`src/rtl/kbd_sleep_ctrl.sv`:
```
// Keyboard inactivity controller: forwards PS/2 bytes, dims then sleeps the
// display after idle timeouts, and wakes through a byte-dropping guard window.
module kbd_sleep_ctrl #(
    parameter int unsigned IDLE_LIM  = 100000000,
    parameter int unsigned WARN_LIM  = 50000000,
    parameter int unsigned GUARD_LIM = 1000000
) (
    input  logic       clk,
    input  logic       clrn,
    input  logic       ps_data,
    input  logic [7:0] data,
    input  logic       ready,
    input  logic       overflow,
    input  logic       sleep_req,
    output logic       nextdata_n,
    output logic [7:0] key_code,
    output logic       key_valid,
    output logic       display_on,
    output logic       dim,
    output logic       sleep,
    output logic       ovf_err
);

    typedef enum logic [1:0] {
        ACTIVE,
        WARN,
        SLEEP,
        GUARD
    } state_t;

    localparam logic [31:0] IDLE_LAST  = 32'(IDLE_LIM - 1);
    localparam logic [31:0] WARN_LAST  = 32'(WARN_LIM - 1);
    localparam logic [31:0] GUARD_LAST = 32'(GUARD_LIM - 1);

    state_t      r_state;
    state_t      w_state_nxt;
    logic [31:0] r_cnt;
    logic [31:0] w_cnt_nxt;
    logic        r_pop;
    logic        w_activity;
    logic        w_pop_now;
    logic        w_forward;

    assign w_activity = ~ps_data | ready;
    // A pop can only start when the previous pop phase has completed.
    assign w_pop_now  = ready & ~r_pop;
    assign w_forward  = w_pop_now & ((r_state == ACTIVE) | (r_state == WARN));

    always_comb begin
        w_state_nxt = r_state;
        w_cnt_nxt   = r_cnt;
        case (r_state)
            ACTIVE: begin
                if (sleep_req)              w_state_nxt = SLEEP;
                else if (w_activity)        w_cnt_nxt   = '0;
                else if (r_cnt == IDLE_LAST) w_state_nxt = WARN;
                else                        w_cnt_nxt   = r_cnt + 32'd1;
            end
            WARN: begin
                if (sleep_req)              w_state_nxt = SLEEP;
                else if (w_activity)        w_state_nxt = ACTIVE;
                else if (r_cnt == WARN_LAST) w_state_nxt = SLEEP;
                else                        w_cnt_nxt   = r_cnt + 32'd1;
            end
            SLEEP: begin
                w_cnt_nxt = '0;
                if (w_pop_now) w_state_nxt = GUARD;
            end
            GUARD: begin
                if (r_cnt == GUARD_LAST) w_state_nxt = ACTIVE;
                else                     w_cnt_nxt   = r_cnt + 32'd1;
            end
            default: w_state_nxt = ACTIVE;
        endcase
        if (w_state_nxt != r_state) w_cnt_nxt = '0;
    end

    always_ff @(posedge clk) begin
        if (!clrn) begin
            r_state    <= ACTIVE;
            r_cnt      <= '0;
            r_pop      <= 1'b0;
            nextdata_n <= 1'b1;
            key_valid  <= 1'b0;
            key_code   <= '0;
            display_on <= 1'b1;
            dim        <= 1'b0;
            sleep      <= 1'b0;
            ovf_err    <= 1'b0;
        end else begin
            r_state    <= w_state_nxt;
            r_cnt      <= w_cnt_nxt;
            r_pop      <= w_pop_now;
            nextdata_n <= ~w_pop_now;
            key_valid  <= w_forward;
            if (w_forward) key_code <= data;
            display_on <= (w_state_nxt != SLEEP);
            dim        <= (w_state_nxt == WARN);
            sleep      <= (w_state_nxt == SLEEP);
            if (overflow) ovf_err <= 1'b1;
        end
    end

endmodule

```
`config.mk`:
```
export PLATFORM = sky130hd
export DESIGN_NAME = kbd_sleep_ctrl
export DESIGN_NICKNAME = d
export VERILOG_FILES = /design/src/rtl/kbd_sleep_ctrl.sv
export SDC_FILE = /design/constraint.sdc
export NUM_CORES = 1
export LEC_CHECK = 0
export BUFFER_PORTS_ARGS = -buffer_cell sky130_fd_sc_hd__buf_2
export CELL_PAD_IN_SITES_DETAIL_PLACEMENT = 1
export CELL_PAD_IN_SITES_GLOBAL_PLACEMENT = 1
export CORE_AREA = 2 2 81 83
export CTS_CLUSTER_DIAMETER = 100
export DETAILED_ROUTE_END_ITERATION = 16
export DIE_AREA = 0 0 83 85
export GPL_ROUTABILITY_DRIVEN = 0
export GPL_TIMING_DRIVEN = 0
export PLACE_DENSITY_LB_ADDON = 0.1
export SKIP_LAST_GASP = 1
export SLEW_MARGIN = 0
export SYNTH_ARGS = -nofsm -noshare
export SYNTH_HDL_FRONTEND = slang
export SYNTH_SLANG_ARGS = --single-unit
```
`constraint.sdc`:
```
create_clock -name clk -period 3.1 [get_ports clk]
set_input_delay 0.155 -clock clk [delete_from_list [all_inputs] [get_ports clk]]
set_output_delay 0.155 -clock clk [all_outputs]
set_load 0.005 [all_outputs]
```
# After elaboration in Yosys (flattened, before gate mapping)
# Cells that the tools add are included.
[totals]
regBits = 49
input_bits = 14
output_inout_bits = 14
elab_cells = 55
[op_classes]
addsub = 1
eq_ne = 16
muxes = 17
bitwise_logic = 8
n_reduce_logical = 3
[ops]
columns = ["cell", "n"]
rows = [
  ["two-way mux 32 bit", 7],
  ["one-hot mux 32 bit (4 select lines)", 1],
  ["adder 32 x 1 -> 32 bit, second input constant", 1],
  ["== test 32 x 20 -> 1 bit, second input constant", 1],
  ["== test 32 x 26 -> 1 bit, second input constant", 1],
  ["== test 32 x 27 -> 1 bit, second input constant", 1],
  ["two-way mux 2 bit", 8],
  ["inequality test 2 bit, second input constant", 6],
  ["one-hot mux 2 bit (4 select lines)", 1],
  ["== test 2 bit, second input constant", 3],
  ["AND reduction 6 bit", 1],
  ["== test 2 x 1 -> 1 bit, second input constant", 2],
  ["NOT 1 bit", 4],
  ["inequality test 3 bit, second input constant", 1],
  ["bitwise AND 1 bit", 2],
  ["zero test 2 bit", 1],
  ["inequality test 2 bit", 1],
  ["OR 1 bit", 2],
  ["OR reduction 2 bit", 1],
]

# Logic depth before layout (Yosys ltp)
# Gate-level depths: netlist of run 1.
[depth]
ltp_word = 7
ltp_mapped = 9
ltp_nobuf = 7

# Worst setup path after synthesis of run 1
# Ideal clock, no wire load.
[synth_path]
kind = "reg-to-reg"
start = "reg r_cnt[8]"
end = "reg r_cnt[16]"
setup_time_ns = 0.142
arrival_time_ns = 2.143
required_ns = 2.958
path_slack_ns = 0.816
path_stages_with_launch = 8
period_less_slack_ns = 2.284
cell_sequence = "dfxtp_1 or4b_1 or3_1 nor3_1 a211oi_1 mux2i_2 buf_6 a211oi_1"
[synth_via]
elab_chain_cells = 7
[synth_lines]
columns = ["element", "line_no", "rtl"]
rows = [
  ["start, declared", "37", "logic [31:0] r_cnt;"],
  ["start signal, assigned", "92", "r_cnt <= w_cnt_nxt;"],
  ["parallel branches: the longest is 7 deep, another holds adder 32 x 1 -> 32 bit", "n/a", ""],
]
# Parallel ways; which one is timed is not known. The select of a mux whose other input is x is not followed.
# A chain may end at the register's enable or synchronous reset.

# Worst setup path in the final report of run 1
[layout_path]
start = "reg r_cnt[19]"
end = "reg r_cnt[21]"
# The elaborated chain is that of the path after synthesis.

==> summary.md, run 1 <==
| Metric | Value |
|---|---|
| Starting DRT DRC Count | `59` |
| Die span in x | `83 µm` |
| Setup violations, final | `0` |
| MaxCap Viol Count | `0` |
| Outcome | `finished, final reports clean` |
| Chip height | `85 µm` |
| Post-route DRC | `0` |
| Initial Util | `around 44%` |
| Final setup TNS | `0 ns` |
| CTS tree | `built` |
| TritonCTS Buffers | `5` |
| Clk Latency, worst-skew pair | `~0.30 ns` |
| Drt wl/cell | `between 15 and 20 µm` |
| Antenna diodes | `0` |
| Max-slew violation count | `0` |
| Congestion Overflow GR | `0` |
| Core box area | `0.00620 mm²` |
| Post-DP HPWL | `roughly 5700 µm` |
| Vias after detailed routing | `2562` |
| Post-synth EDFFs | `0` |
| Placed insts | `404` |
| Final net count | `349` |
| Final hold viol count | `0` |
| Maximum clock path buffer count | `2` |
| Initial antenna violation count | `0` |
| Rel. slew slack | `45.8%` |
| HP Class | `input pin to register` |
| Placed Instance Area | `0.00297 mm²` |
| Die area | `0.00706 mm²` |
| Syn Std Cell Area | `0.00273 mm²` |
| Post-synth net total | `315` |
| Startpoint types | `register` |
| Ys Warns | `0` |
| Fillers | `760` |
| Pre-CTS WS | `0.248 ns` |
| Post-Route WL | `7700 µm` |
| Area of the multi-input gates | `between 0.0015 and 0.002 mm²` |
| Gr usage total | `22.2%` |
| Setup ws final | `0.201 ns` |
| Worst EP arrival | `3.06 ns` |
| Io pins | `28` |
| Layout cells sized above 1 | `between 20% and 30%` |
| Sequential Area | `981 µm²` |
| Post-synthesis cell count | `300` |
| Worst Skew | `~0.0052 ns` |
| Final Cell Area | `between 0.003 and 0.004 mm²` |
| Worst slew pin tran | `0.808 ns` |
| Fin crit share | `93.5%` |
| Final Non-Filler Cells | `412` |
| Highest net fanout along the worst path | `10` |
| Max VDD drop | `approximately 0.22 mV` |
| Post-CTS Resized | `0` |
| Via-per-instance ratio | `6.22` |
| First-pass GRT wire length | `12900 µm` |
| Drt pass-1 iters | `4` |
| Fin crit period | `2.90 ns` |
| Lkg Pwr | `roughly 0.98 nW` |
| Prevailing post-synth register cell | `dfxtp_1` |
| I/O Buffers | `27` |
| Pin count of the biggest net entering global routing | `15` |
| # hold bufs at CTS | `0` |
| Clock transition at path regs | `0.09 ns` |
| Row count | `29` |
| Syn avg cell area | `roughly 9 µm²` |
| Unrepaired setup endpoints after global routing | `no` |
| Critical path capture point type | `register` |
| Post-CTS setup buffers | `0` |
| Clk sink count | `49` |
| Antenna Nets Post-Route | `0` |
| Clk root buf | `clkbuf_8` |
| Flop2flop setup slack | `0.20 ns` |
| Async SR Flop Fraction | `0%` |
| #FFs+latches synth | `49` |
| Vias in the first global route | `around 2600` |
| Crit path kind | `register to register` |
| FMAX | `roughly 340 MHz` |
| Netlist cell types | `56` |
| Seq/Total Area, Yosys | `35.9%` |
| Area delta synth->final | `12.9%` |
| H-tree Lvls | `2` |
| WP data required | `3.26 ns` |
| PwrDens | `408 mW/mm²` |
## final cells by class
type                    instances  area share [%]
multi-input cells             228            52.5
flip-flops and latches         49            31.8
repair buffers                 27            4.38
plain buffers                  16            3.57
well taps                      77            3.12
clock buffers                   7            2.80
clock inverters                 1           0.973
inverters                       7           0.851
## report_power, final
group / leakage (nW) / total, mW / internal (mW) / switching [mW]
clock network: 0.0585 / 0.484 / 0.263 / 0.221
logic: 0.521 / 0.128 / 0.0492 / 0.0793
registers: 0.398 / 0.647 / 0.642 / 0.00518
## flip-flops by register name, summed over array words and instances (netlist names)
name / count
ovf_err: 1
r_state: 2
sleep: 1
r_cnt: 32
r_pop: 1
display_on: 1
dim: 1
key_valid: 1
key_code: 8
nextdata_n: 1
## worst max-delay path, stage by stage, from the launching register on
cell and delay [ns]:
dfxtp_1 0.50, nor4b_1 0.39, nand4_1 0.36, nor4_4 0.56, a2bb2oi_4 0.32, clkbuf_1 0.37
or3_1 0.18, a211oi_1 0.07
## metrics by stage
stage | util (%) | hold WS (ns) | power (mW)
6_report | 49.7 | 0.0635 | 1.26
4_1_cts | 49.7 | 0.0629 | 1.27
5_1_grt | 49.7 | 0.0796 | 1.30
3_3_place_gp | 47.8 | 0.357 | 0.789
2_1_floorplan | - | 0.227 | 0.745
3_5_place_dp | 47.8 | 0.380 | 0.792
## metal layers
metal	part of all wire, %	wire length [µm]	up-vias	track usage [%]
met5	0	0	-	0
met4	0.78	60	0	5.37
met3	2.8	214	5	3.79
met2	50	3870	44	40.2
met1	46	3550	1279	27.5
li1	-	-	1234	-
## path summary, 6_finish.rpt
check | depth (start not counted) | to | from
max | 7 | r_cnt[21] | r_cnt[19]
max reg2reg | 7 | r_cnt[21] | r_cnt[19]
min | 2 | display_on | clrn
min reg2reg | 2 | key_code[3] | key_code[3]
## cell usage after synthesis, types with 6 or more instances
cell type / number / area share [%]
and3_1: 7 / 1.6
or4_1: 6 / 1.6
or3_1: 15 / 3.4
nand4_1: 11 / 2.5
nor3_1: 12 / 2.2
nand2_1: 15 / 2.1
dfxtp_1: 49 / 36
nor2_1: 21 / 2.9
a211oi_1: 16 / 4.4
inv_1: 6 / 0.82
a21oi_1: 6 / 1.1
nand3_1: 17 / 3.1
o31ai_1: 11 / 3.0
mux2i_1: 9 / 3.3
o21ai_0: 16 / 2.9
a211oi_2: 11 / 5.0
## cells by family after synthesis
kind of cell | Yosys count | share of synthesized area (%)
mux | 11 | 4.21
buf+inv | 23 | 4.99
simple gates | 141 | 32.3
fa+ha+maj | 1 | 0.458
xor+xnor | 3 | 0.961
flops | 49 | 35.9
compound gates | 72 | 21.2
## cells in the final DEF (no fill, tap or decap), types with 2 or more instances in the layout
cell type	instances
or4_2	5
nor4_1	3
or2_4	2
clkbuf_8	6
a21oi_1	6
nor3_1	11
nor4b_1	3
inv_1	6
o21ai_2	3
o21ai_0	16
nand3_1	17
xnor2_1	2
nor2_1	21
or4_1	6
nor4bb_1	4
dfxtp_1	49
nand2_1	15
a211oi_1	16
buf_6	5
clkbuf_1	6
a211oi_2	11
nor3b_1	2
or3_1	15
nor2b_1	2
and3_1	7
and4_1	2
o31ai_1	11
buf_2	32
nand4_1	11
nor4_4	3
mux2i_1	9
No activity file was read; power rests on OpenSTA's default activity.
==> inputs of run 2 (changes only) <==
ABC_AREA = 1   (was unset)
CORE_AREA = 2 2 98 100   (was 2 2 81 83)
DIE_AREA = 0 0 100 102   (was 0 0 83 85)
==> summary.md, run 2 <==
| Metric | Value |
|---|---|
| Largest reg by FF count | `r_cnt` |
| FMAX | `387 MHz` |
| Ys Warns | `0` |
| Post-route DRC | `0` |
| TritonCTS Buffers | `5` |
| Worst hold stages | `3` |
| Synth top area share | `a little over a quarter` |
| Final Non-Filler Cells | `803` |
| Post-DP HPWL | `10200 µm` |
| Clock transition at path regs | `0.12 ns` |
| Commonest non-fill, non-tap cell in the layout | `nand2_1` |
| # hold bufs at CTS | `0` |
| First-pass GRT wire length | `20800 µm` |
| HP Class | `input pin to register` |
| Flop2flop setup slack | `0.52 ns` |
| Io pins | `28` |
| Lkg Pwr | `between 1 and 1.5 nW` |
| Largest regs | `r_cnt x32, key_code x8, r_state x2` |
| Syn Std Cell Area | `0.00369 mm²` |
| Startpoint types | `register` |
| MaxCap Viol Count | `0` |
| Post-layout util | `44.5%` |
| Syn avg cell area | `5.61 µm²` |
| WP data required | `3.32 ns` |
| Antenna Nets Post-Route | `0` |
| Most frequent cells after synthesis | `nand2_1, nor2_1, inv_1` |
| Area delta synth->final | `9.93%` |
| Crit path from | `r_cnt[0]` |
| Maximum clock path buffer count | `2` |
| Post-CTS setup buffers | `0` |
| Drt wl/cell | `16.1 µm` |
| Post-synth net total | `673` |
| Clk sink count | `49` |
| Biggest area consumer among synthesized cells | `dfxtp_1` |
| H-tree Lvls | `2` |
| Post-Route WL | `12900 µm` |
| Worst EP arrival | `2.81 ns` |
| Final Power | `1.30 mW` |
| Clk root buf | `clkbuf_8` |
| Max reg flops | `32` |
| Ranking of synthesized cells by area | `dfxtp_1, nand2_1, nor2_1, nand3_1, inv_1` |
| Layout cells sized above 1 | `13.4%` |
| Post-synthesis cell count | `658` |
| #FFs+latches synth | `49` |
| Die area | `0.0102 mm²` |
| Unrepaired setup endpoints after global routing | `no` |
| Placed insts | `795` |
| Worst slew pin tran | `0.658 ns` |
| Placed Instance Area | `0.00396 mm²` |
| Die span in x | `100 µm` |
| Final hold viol count | `0` |
| Congestion Overflow GR | `0` |
| Final net count | `706` |
| Final setup TNS | `0 ns` |
| CTS tree | `built` |
| Critical hold path startpoint | `overflow` |
| Highest net fanout along the worst path | `10` |
| Post-CTS Resized | `0` |
| Setup ws final | `0.517 ns` |
| Max VDD drop | `0.182 mV` |
| Max-slew violation count | `0` |
| Gr usage total | `26.4%` |
| Starting DRT DRC Count | `around 230` |
| RR Startpoint | `r_cnt[0]` |
| Vias in the first global route | `4136` |
| Post-synth EDFFs | `0` |
| Netlist cell types | `27` |
| Pin count of the biggest net entering global routing | `19` |
| Fin crit share | `83.3%` |
| Rel. slew slack | `between 50% and 60%` |
| Initial Util | `roughly 40%` |
| PwrDens | `~320 mW/mm²` |
| Area of the multi-input gates | `0.00225 mm²` |
| Drt pass-1 iters | `5` |
| I/O Buffers | `26` |
| Pre-CTS WS | `0.570 ns` |
| Commonest cells after routing, fill and taps aside | `nand2_1, nor2_1, inv_1` |
| Setup violations, final | `0` |
| Chip height | `102 µm` |
| Via-per-instance ratio | `5.26` |
| Critical path capture point type | `register` |
| Initial antenna violation count | `0` |
| Worst Skew | `0.0147 ns` |
| Clk Latency, worst-skew pair | `~0.33 ns` |
| Worst hold slack | `between 0.02 and 0.03 ns` |
| Sequential Area | `981 µm²` |
| R2R cell count | `13` |
| Outcome | `finished, final reports clean` |
| Crit path kind | `register to register` |
| Row count | `35` |
| Async SR Flop Fraction | `0%` |
| Antenna diodes | `0` |
| Vias after detailed routing | `4221` |
| Fillers | `1328` |
| Core box area | `between 0.009 and 0.01 mm²` |
| Count leader, synth | `nand2_1` |
| Fin crit period | `2.58 ns` |
| Final Cell Area | `between 0.004 and 0.005 mm²` |
| Seq/Total Area, Yosys | `a little over a quarter` |
| Prevailing post-synth register cell | `dfxtp_1` |
==> run 2: changes by cell type after synthesis, moves of 15 or more <==
cell	change
nand2_1	+186
nor2_1	+82
inv_1	+78
nand3_1	+50
o21ai_0	+35
nor2_2	+32
a211oi_1	-16
or3_1	-15
==> run 2: worst max-delay path, cell delays in order, from the launching register on <==
cell and delay (ns):
dfxtp_1 0.47, ha_1 0.43, nand3_4 0.18, inv_2 0.15, nand2_1 0.15, inv_1 0.20, nand3_1 0.13, nand3_1 0.14
nand2_1 0.07, inv_1 0.08, nor2_2 0.04, nand2_2 0.15, buf_6 0.22, nor2_2 0.04
==> run 2: layout make-up <==
cell class / instances / area share [%]
multi-input combinational: 500 / 55.5
sequential: 49 / 24.2
inverter: 87 / 8.05
tap: 111 / 3.42
buffer: 22 / 3.24
timing repair buffer: 26 / 3.21
clock buffer: 5 / 1.70
clock inverter: 3 / 0.709
==> run 2: report_power, final <==
part	total (mW)	switching (mW)	internal, mW
clock network	0.448	0.278	0.170
registers	0.656	0.00891	0.647
logic	0.200	0.143	0.0570
total	1.30	0.430	0.874
==> run 2: path summary, 6_finish.rpt <==
| path | to |
|---|---|
| min reg2reg | key_code[2] |
| max | r_cnt[1] |
| max reg2reg | r_cnt[1] |
| min | ovf_err |
==> run 2: cells by family after synthesis <==
| family | after synthesis | share of synthesized area (%) |
|---|---|---|
| buf+inv | 109 | 12.4 |
| fa+ha+maj | 1 | 0.339 |
| xor+xnor | 8 | 1.90 |
| compound gates | 68 | 9.59 |
| flops | 49 | 26.6 |
| simple gates | 423 | 49.2 |
==> run 2: per-layer routing <==
layer / track usage [%] / routed length, µm
met4: 7.27 / 216
met3: 3.21 / 518
met2: 48.3 / 6380
met5: 0 / 0
met1: 32.7 / 5780
==> inputs of run 3 (changes only) <==
CORE_AREA = 2 2 103 105   (was 2 2 98 100)
DIE_AREA = 0 0 105 107   (was 0 0 100 102)
clock period = 2.35 ns   (was 3.1 ns; I/O delays follow)
==> summary.md, run 3 (synthesized netlist as in run 2, its figures left out) <==
| Metric | Value |
|---|---|
| Outcome | `finished, final reports clean` |
| Via-per-instance ratio | `5.06` |
| FMAX | `441 MHz` |
| Initial antenna violation count | `0` |
| Vias in the first global route | `between 4000 and 5000` |
| CTS tree | `built` |
| Fin crit share | `96.4%` |
| Final net count | `711` |
| Clk root buf | `clkbuf_8` |
| Final hold viol count | `0` |
| Worst Skew | `0.00564 ns` |
| Worst r2r dst | `r_cnt[0]` |
| Congestion Overflow GR | `0` |
| RR Startpoint | `r_cnt[0]` |
| Layout cells sized above 1 | `14.6%` |
| Largest regs | `r_cnt x32, key_code x8, r_state x2` |
| Rel. slew slack | `56.9%` |
| Crit path kind | `register to register` |
| Post-Route WL | `13200 µm` |
| Highest net fanout along the worst path | `10` |
| Maximum clock path buffer count | `2` |
| Max-slew violation count | `0` |
| CP Buf/Inv Count | `4` |
| Lkg Pwr | `1.51 nW` |
| Clock transition at path regs | `0.10 ns` |
| Final Cell Area | `0.00422 mm²` |
| Worst slew pin tran | `0.647 ns` |
| Row count | `37` |
| Die span in x | `105 µm` |
| Crit path from | `r_cnt[0]` |
| Final Power | `between 1.5 and 2 mW` |
| Levels on crit path | `13` |
| Gr usage total | `24.6%` |
| Placed Instance Area | `~0.0040 mm²` |
| TritonCTS Buffers | `5` |
| Drt pass-1 iters | `5` |
| Crit-path cells | `ha_4 -> nand3_4 -> inv_2 -> nand2_1 -> inv_1 -> nand2_1 -> nand2_2 -> a21oi_4 -> clkbuf_4 -> nand2_1 -> o21ai_0 -> inv_1 -> nor2_2` |
| Post-DP HPWL | `10300 µm` |
| Commonest cells after routing, fill and taps aside | `nand2_1, nor2_1, inv_1` |
| Setup violations, final | `0` |
| Worst EP arrival | `~2.5 ns` |
| WP data required | `2.61 ns` |
| Antenna diodes | `0` |
| Fillers | `1456` |
| Vias after detailed routing | `between 4000 and 5000` |
| Critical path's top delay family | `simple AND/OR/NAND/NOR gates` |
| Slowest cell on the critical path | `dfxtp_4` |
| HP Class | `input pin to register` |
| Slowest cell delay on critical path | `0.39 ns` |
| Commonest non-fill, non-tap cell in the layout | `nand2_1` |
| I/O Buffers | `26` |
| Clk sink count | `just under 50` |
| Core box area | `0.0101 mm²` |
| Post-route DRC | `0` |
| Startpoint types | `register` |
| Fin crit period | `2.27 ns` |
| Max reg flops | `32` |
| Flop2flop setup slack | `0.08 ns` |
| Post-layout util | `41.8%` |
| H-tree Lvls | `2` |
| MaxCap Viol Count | `0` |
| Chip height | `between 100 and 150 µm` |
| Io pins | `28` |
| Antenna Nets Post-Route | `0` |
| Area delta synth->final | `14.3%` |
| First-pass GRT wire length | `21700 µm` |
| Placed insts | `between 800 and 900` |
| Largest reg by FF count | `r_cnt` |
| Max VDD drop | `0.314 mV` |
| PwrDens | `453 mW/mm²` |
| Die area | `~0.011 mm²` |
| Clk Latency, worst-skew pair | `0.32 ns` |
| R2R cell count | `13` |
| Setup crit end | `r_cnt[0]` |
| Starting DRT DRC Count | `190` |
| Pin count of the biggest net entering global routing | `17` |
| Critical path capture point type | `register` |
| Final Non-Filler Cells | `833` |
| CP most frequent cell | `nand2_1` |
| Drt wl/cell | `~16 µm` |
| Initial Util | `around 37%` |
run 3: cell count changes in the layout (fill, tap and decap cells not counted), sizes merged:
| cell | change |
|---|---|
| buf | +3 |
| bufinv | +2 |
| clkbuf | +1 |
| clkinv | -1 |
| dlygate4sd3 | +1 |
| inv | -1 |
run 3: area by class of cell:
type	count	area, µm²	area share [%]
inverters	87	327	7.74
plain buffers	22	138	3.26
clock inverters	3	68.8	1.63
clock buffers	5	68.8	1.63
repair buffers	31	170	4.03
multi-input cells	500	2290	54.3
well taps	136	170	4.03
flip-flops and latches	49	986	23.4
run 3: repair_timing:
item	in CTS	in global routing
endpoints found under the setup margin	32	32
buffers inserted	0	4
hold endpoints to repair	1	0
gates resized for setup	2	10
hold buffers	1	0
pin swaps	0	2
run 3: worst min path at each step:
stage,startpoint,end,cells after the start
3_5_place_dp,overflow,ovf_err,3
2_1_floorplan,overflow,ovf_err,2
4_1_cts,data[4],key_code[4],3
5_1_grt,data[0],key_code[0],3
6_report,data[2],key_code[2],3
3_3_place_gp,overflow,ovf_err,3
run 3: where the power goes:
| part | leakage [nW] | internal, mW | switching, mW |
|---|---|---|---|
| sequential | 0.400 | 0.853 | 0.0127 |
| combinational | 1.05 | 0.0848 | 0.198 |
| clock | 0.0687 | 0.429 | 0.331 |
| total | 1.51 | 1.37 | 0.542 |
run 3: per-stage QoR:
stage          setup WS [ns]  hold slack (ns)  TNS [ns]
6_report              0.0838           0.0721         0
5_1_grt              -0.0328           0.0878   -0.0328
4_1_cts              0.00621           0.0670         0
3_5_place_dp          -0.141            0.334     -3.67
3_3_place_gp          -0.166            0.323     -4.64
2_1_floorplan          0.436            0.233         0
run 3: per-layer routing:
metal	share of wire (%)	track usage [%]	vias to the layer above
met1	45	29.0	1987
li1	-	-	2115
met4	2.6	9.71	0
met5	0	0	-
met2	48	44.7	95
met3	4.5	3.83	22
run 3: tightest hold or removal path: stages:
cell	delay (ns)
buf_2	0.07
o21ai_0	0.07
a21oi_1	0.10
